### config.mk
export PLATFORM = sky130hd
export DESIGN_NAME = mvm_byte_engine
export DESIGN_NICKNAME = d
export VERILOG_FILES = /design/src/rtl/mvm_byte_engine.sv
export SDC_FILE = /design/constraint.sdc
export NUM_CORES = 2
export LEC_CHECK = 0
export CORE_ASPECT_RATIO = 1.25
export CORE_UTILIZATION = 55
export DETAILED_ROUTE_END_ITERATION = 6
export PLACE_DENSITY = 0.67
export SLEW_MARGIN = 5
export SYNTH_ARGS = -nofsm -noshare
export SYNTH_HDL_FRONTEND = slang
export SYNTH_SLANG_ARGS = --single-unit
### constraint.sdc
create_clock -name clk -period 12.38 [get_ports clk]
set_input_delay 1.857 -clock clk [delete_from_list [all_inputs] [get_ports clk]]
set_output_delay 1.857 -clock clk [all_outputs]
set_load 0.02 [all_outputs]
### src/rtl/mvm_byte_engine.sv
// mvm_byte_engine
//   Byte-stream matrix-vector multiply engine: y = K * x.
//   A header byte selects whether a new R x C matrix K follows (bit0) and
//   whether elements are signed (bit1). K (optional, row-major) and the
//   C-element vector x arrive one element per byte. One result row is
//   computed per cycle, then the R results stream out as little-endian
//   W_Y_OUT-bit words. K persists across transactions until reset.
//
// Ports
//   clk       clock, rising edge
//   rst       synchronous active-high reset
//   s_data    input byte            s_valid  input byte valid
//   s_ready   engine accepts s_data (IDLE / LOAD_K / LOAD_X)
//   m_data    output byte           m_valid  output byte valid (SEND)
//   m_ready   downstream accepts m_data
//   busy      engine not in IDLE
//   k_loaded  a complete K has been received since reset
//
// Build option
//   MVM_SAT_EN  clamp each result to the W_Y_OUT range of the current mode
//               instead of keeping its low W_Y_OUT bits.

module mvm_byte_engine #(
  parameter int unsigned R       = 8,
  parameter int unsigned C       = 8,
  parameter int unsigned W_X     = 4,
  parameter int unsigned W_K     = 4,
  parameter int unsigned W_Y_OUT = 16
) (
  input  logic       clk,
  input  logic       rst,
  input  logic [7:0] s_data,
  input  logic       s_valid,
  output logic       s_ready,
  output logic [7:0] m_data,
  output logic       m_valid,
  input  logic       m_ready,
  output logic       busy,
  output logic       k_loaded
);

  // Accumulator wide enough for C full-precision products.
  localparam int unsigned AW = W_X + W_K + $clog2(C) + 1;
  // Extended width: at least one bit above both AW and W_Y_OUT so the
  // overflow slices below are never empty.
  localparam int unsigned EW = ((AW > W_Y_OUT) ? AW : W_Y_OUT) + 1;
  localparam int unsigned NB = R * (W_Y_OUT / 8);
  localparam int unsigned CW = $clog2(R * C + 1);
  localparam int unsigned BW = $clog2(NB + 1);

  typedef enum logic [2:0] {
    S_IDLE,
    S_LOAD_K,
    S_LOAD_X,
    S_COMPUTE,
    S_SEND
  } state_e;

  state_e state_q, state_d;

  logic [CW-1:0]          cnt_q, cnt_d;
  logic [BW-1:0]          byte_q, byte_d;
  logic                   signed_q, signed_d;
  logic                   k_loaded_q, k_loaded_d;
  logic                   s_ready_q, s_ready_d;
  logic                   m_valid_q, m_valid_d;
  logic [7:0]             m_data_q, m_data_d;
  logic [R*C*W_K-1:0]     k_q, k_d;
  logic [C*W_X-1:0]       x_q, x_d;
  logic [R*W_Y_OUT-1:0]   y_q, y_d;

  logic in_beat, out_beat;
  logic last_k, last_x, last_row, last_byte;

  assign in_beat   = s_valid && s_ready_q;
  assign out_beat  = m_valid_q && m_ready;
  assign last_k    = (cnt_q == CW'(R * C - 1));
  assign last_x    = (cnt_q == CW'(C - 1));
  assign last_row  = (cnt_q == CW'(R - 1));
  assign last_byte = (byte_q == BW'(NB - 1));

  // ---------------------------------------------------------------- row MAC
  logic [W_K-1:0]     kv;
  logic [W_X-1:0]     xv;
  logic [AW-1:0]      ke, xe, acc;
  logic [EW-1:0]      acc_ext;
  logic [W_Y_OUT-1:0] y_new;
  int unsigned        row_idx;

  always_comb begin
    row_idx = (cnt_q < CW'(R)) ? 32'(cnt_q) : 32'd0;
    kv  = '0;
    xv  = '0;
    ke  = '0;
    xe  = '0;
    acc = '0;
    // Modular AW-bit arithmetic: the true sum always fits in AW signed bits,
    // so the low AW bits are exact in both modes.
    for (int unsigned c = 0; c < C; c++) begin
      kv  = k_q[(row_idx * C + c) * W_K +: W_K];
      xv  = x_q[c * W_X +: W_X];
      ke  = {{(AW - W_K){signed_q & kv[W_K-1]}}, kv};
      xe  = {{(AW - W_X){signed_q & xv[W_X-1]}}, xv};
      acc = acc + ke * xe;
    end
    acc_ext = {{(EW - AW){signed_q & acc[AW-1]}}, acc};
`ifdef MVM_SAT_EN
    if (signed_q) begin
      // In range only if every bit from the output sign bit upward agrees.
      if (!((&acc_ext[EW-1:W_Y_OUT-1]) || !(|acc_ext[EW-1:W_Y_OUT-1])))
        y_new = acc_ext[EW-1] ? {1'b1, {(W_Y_OUT - 1){1'b0}}}
                              : {1'b0, {(W_Y_OUT - 1){1'b1}}};
      else
        y_new = acc_ext[W_Y_OUT-1:0];
    end else if (|acc_ext[EW-1:W_Y_OUT]) begin
      y_new = '1;
    end else begin
      y_new = acc_ext[W_Y_OUT-1:0];
    end
`else
    y_new = acc_ext[W_Y_OUT-1:0];
`endif
  end

  logic unused_bits;
  assign unused_bits = ^{s_data, acc_ext};

  // ---------------------------------------------------------- state register
  always_ff @(posedge clk) begin
    if (rst) state_q <= S_IDLE;
    else     state_q <= state_d;
  end

  // ------------------------------------------------------------- next state
  always_comb begin
    state_d = state_q;
    case (state_q)
      S_IDLE:    if (in_beat) state_d = s_data[0] ? S_LOAD_K : S_LOAD_X;
      S_LOAD_K:  if (in_beat && last_k) state_d = S_LOAD_X;
      S_LOAD_X:  if (in_beat && last_x) state_d = S_COMPUTE;
      S_COMPUTE: if (last_row) state_d = S_SEND;
      S_SEND:    if (out_beat && last_byte) state_d = S_IDLE;
      default:   state_d = S_IDLE;
    endcase
  end

  // ------------------------------------------------------- datapath updates
  always_comb begin
    cnt_d      = cnt_q;
    byte_d     = byte_q;
    signed_d   = signed_q;
    k_loaded_d = k_loaded_q;
    k_d        = k_q;
    x_d        = x_q;
    y_d        = y_q;
    m_data_d   = m_data_q;
    case (state_q)
      S_IDLE: begin
        if (in_beat) begin
          signed_d = s_data[1];
          cnt_d    = '0;
        end
      end
      S_LOAD_K: begin
        if (in_beat) begin
          k_d[32'(cnt_q) * W_K +: W_K] = s_data[W_K-1:0];
          if (last_k) begin
            cnt_d      = '0;
            k_loaded_d = 1'b1;
          end else begin
            cnt_d = cnt_q + 1'b1;
          end
        end
      end
      S_LOAD_X: begin
        if (in_beat) begin
          x_d[32'(cnt_q) * W_X +: W_X] = s_data[W_X-1:0];
          cnt_d = last_x ? '0 : cnt_q + 1'b1;
        end
      end
      S_COMPUTE: begin
        y_d[row_idx * W_Y_OUT +: W_Y_OUT] = y_new;
        if (last_row) begin
          cnt_d  = '0;
          byte_d = '0;
          // Taken from y_d so the first byte is correct even when R == 1.
          m_data_d = y_d[7:0];
        end else begin
          cnt_d = cnt_q + 1'b1;
        end
      end
      S_SEND: begin
        if (out_beat) begin
          if (last_byte) begin
            byte_d   = '0;
            m_data_d = '0;
          end else begin
            byte_d   = byte_q + 1'b1;
            m_data_d = y_q[8 * (32'(byte_q) + 1) +: 8];
          end
        end
      end
      default: ;
    endcase
    s_ready_d = (state_d == S_IDLE) || (state_d == S_LOAD_K) || (state_d == S_LOAD_X);
    m_valid_d = (state_d == S_SEND);
  end

  always_ff @(posedge clk) begin
    if (rst) begin
      cnt_q      <= '0;
      byte_q     <= '0;
      signed_q   <= 1'b0;
      k_loaded_q <= 1'b0;
      s_ready_q  <= 1'b0;
      m_valid_q  <= 1'b0;
      m_data_q   <= '0;
      k_q        <= '0;
      x_q        <= '0;
      y_q        <= '0;
    end else begin
      cnt_q      <= cnt_d;
      byte_q     <= byte_d;
      signed_q   <= signed_d;
      k_loaded_q <= k_loaded_d;
      s_ready_q  <= s_ready_d;
      m_valid_q  <= m_valid_d;
      m_data_q   <= m_data_d;
      k_q        <= k_d;
      x_q        <= x_d;
      y_q        <= y_d;
    end
  end

  // ---------------------------------------------------------------- outputs
  always_comb begin
    s_ready  = s_ready_q;
    m_valid  = m_valid_q;
    m_data   = m_data_q;
    busy     = (state_q != S_IDLE);
    k_loaded = k_loaded_q;
  end

endmodule

==> results.tsv <==
metric	value	unit
status	complete, but fails checks	
violations	slew limit	
via_per_inst	5.948	
drt-pass1-iter-count	7	
cp-end-kind	flip-flop	
setup_viol	0	
grt_overflow_total	0	
drc_errors	0	
synth_top_area_cell	dfxtp_1	
grt_max_degree	287	
numCtsBuffers	45	
initial_utilization	55.70	%
fin_hold_ws	0.4527	ns
area.growth.synth_to_final	7.939	%
cts.clk_slew.worst_paths	0.06	ns
synth-seq-area-share	28.64	%
relSlewSlack	-7.003	%
ys_top_cells_by_area	dfxtp_1 29%, fa_1 15%, nand2_1 6.7%	
worst_pin_slew	1.605	ns
fin_area	31610	µm²
dpl-instance-area	30100	µm²
crit_top_cell	fa_1	
holdBufCountCts	0	
max_stage_delay	0.82	ns
setup_slack	0.5860	ns
tns	0	ns
gp_congestion	0.9295	
holdCritPathClass	flip-flop to flip-flop	
hpwl	62640	µm
cts_tree	done	
drt_wl_total	86180	µm
cts_resized	0	
synth_cell_type_count	71	
core_region_area	52570	µm²
grt_pass1_wl	136900	µm
yosys-top-cells-count	521 x nand2_1, 419 x dfxtp_1, 368 x nor2_1	
p_leak	12.20	nW
num_rows	94	
slowest_stage	or4_1	
yosysWarningCount	0	
cap_violations	0	
critical_path_arrival	12.31	ns
ioPinCount	24	
clock_skew	0.04059	ns
synth_top_area_share	28.64	%
placed_cells	4207	
ys.flop_type	dfxtp_1	
final_cell_count_no_fill	4287	
final-max-slew-violation-count	97	
antenna_found_initial	2	
ant_nets	0	
drt-initial-drc-count	2376	
wire_per_inst	20.10	µm
vias	25500	
cts_root_buf	clkbuf_16	
die_h	260.0	µm
die_w	208.4	µm
dpl_worst_slack	0.6524	ns
irDropWorstVdd	0.1141	mV
p_per_area	89.31	nW/µm²
synth_edf_count	0	
grt_pass1_vias	25310	
synth_nets	4031	
portBuffers	19	
syn_area_per_cell	8.001	µm²
syn-cell-area	29280	µm²
grt_setup_unrepaired	no	
drive_gt1_share	5.505	%
dieArea	54170	µm²
post_cts_buffers	0	
fin_crit_sh	95.27	%
fmax	84.79	MHz
ys_seq_elements	419	
cp_data_required_time	12.90	ns
clk_latency	0.60	ns
grt_use_total	31.96	%
synthArstFlopShare	0	%
path_max_fanout	22	
reg2reg_slack	0.59	ns
synth.most_common_cell	nand2_1	
crit_type	flip-flop to flip-flop	
nNetsFinal	3953	
worst_setup_path_start_kind	flip-flop	
finalHoldViolCount	0	
min_period	11.79	ns
antenna_cells	0	
syn_inst	3660	
cts_buffer_depth	3	
htree_num_levels	2	
clock_sinks	419	
[cell usage in the layout (no fill, tap or decap), drive strengths merged, types with 13 or more instances in the layout]
cell / n
nor3: 89
o21bai: 13
ha: 137
clkdlybuf4s50: 18
nand3b: 22
or3: 22
inv: 322
nand2b: 13
and2: 115
mux2i: 125
and3: 29
xor2: 20
dfxtp: 419
fa: 222
nand3: 270
buf: 59
a21oi: 364
o21ai: 164
clkbuf: 68
nand2: 521
or2: 16
xnor2: 64
nor2: 369
mux4: 18
[cell type report]
type                            count  area, µm²
Multi-Input combinational cell   2718      18940
Fill cell                        4804      20970
Clock buffer                       68       1345
Inverter                          321       1205
Sequential cell                   419       8393
Timing Repair Buffer               77      718.2
Tap cell                          672      840.8
Clock inverter                     12      166.4
[metrics by stage]
step	power [W]	utilization [%]
2_1_floorplan	0.001428	-
3_3_place_gp	0.001456	57.25
3_5_place_dp	0.001457	57.25
4_1_cts	0.002830	60.12
5_1_grt	0.002892	60.12
6_report	0.002823	60.12
[worst max-delay path: cells and delay by family (launching register included)]
kind | cells | cell delay, ns
AOI/OAI and AO/OA | 7 | 1.51
adders and majority gates | 12 | 5.81
buffers and inverters | 9 | 1.07
DFF | 1 | 0.53
and+or+nand+nor | 10 | 2.39
xor gates and xnor gates | 2 | 0.36
[flip-flops by register name, summed over array words and instances (netlist names), 3 cells and up]
register  cells
byte_q        5
cnt_q         7
k_q         256
m_data        8
state_q       3
x_q          32
y_q         104
[logic make-up (layout without fill, tap and decap cells)]
kind of cell | count (synthesis) | in the layout | synth area share (%)
XOR/XNOR | 84 | 84 | 2.512
flip-flops | 419 | 419 | 28.64
other | 1 | 1 | 0.01281
buffers and inverters | 523 | 478 | 6.871
AO/OA/AOI/OAI | 606 | 606 | 11.25
adder cells (fa/ha/maj) | 359 | 359 | 21.03
AND/OR/NAND/NOR | 1514 | 1514 | 23.60
multiplexers | 154 | 154 | 6.080
[report_power, final]
group          switching [W]  internal, W  total (W)
Sequential        0.00000368      0.00135    0.00135
Clock               0.000580     0.000814    0.00139
Combinational      0.0000600    0.0000168  0.0000768
[final timing paths]
| check | startpoint | to | depth (start not counted) |
|---|---|---|---|
| max | cnt_q[4]$_SDFFE_PP0P_ | y_q[63]$_SDFFE_PP0P_ | 40 |
| min | y_q[4]$_SDFFE_PP0P_ | y_q[4]$_SDFFE_PP0P_ | 2 |
| max reg2reg | cnt_q[4]$_SDFFE_PP0P_ | y_q[63]$_SDFFE_PP0P_ | 40 |
| min reg2reg | y_q[4]$_SDFFE_PP0P_ | y_q[4]$_SDFFE_PP0P_ | 2 |
[routing by layer]
layer	track usage, %	routed length [µm]
met1	38.54	33770
met2	55.92	41960
met3	4.710	6094
met4	15.37	4334
met5	0	13
(Power assumes the default switching activity.)
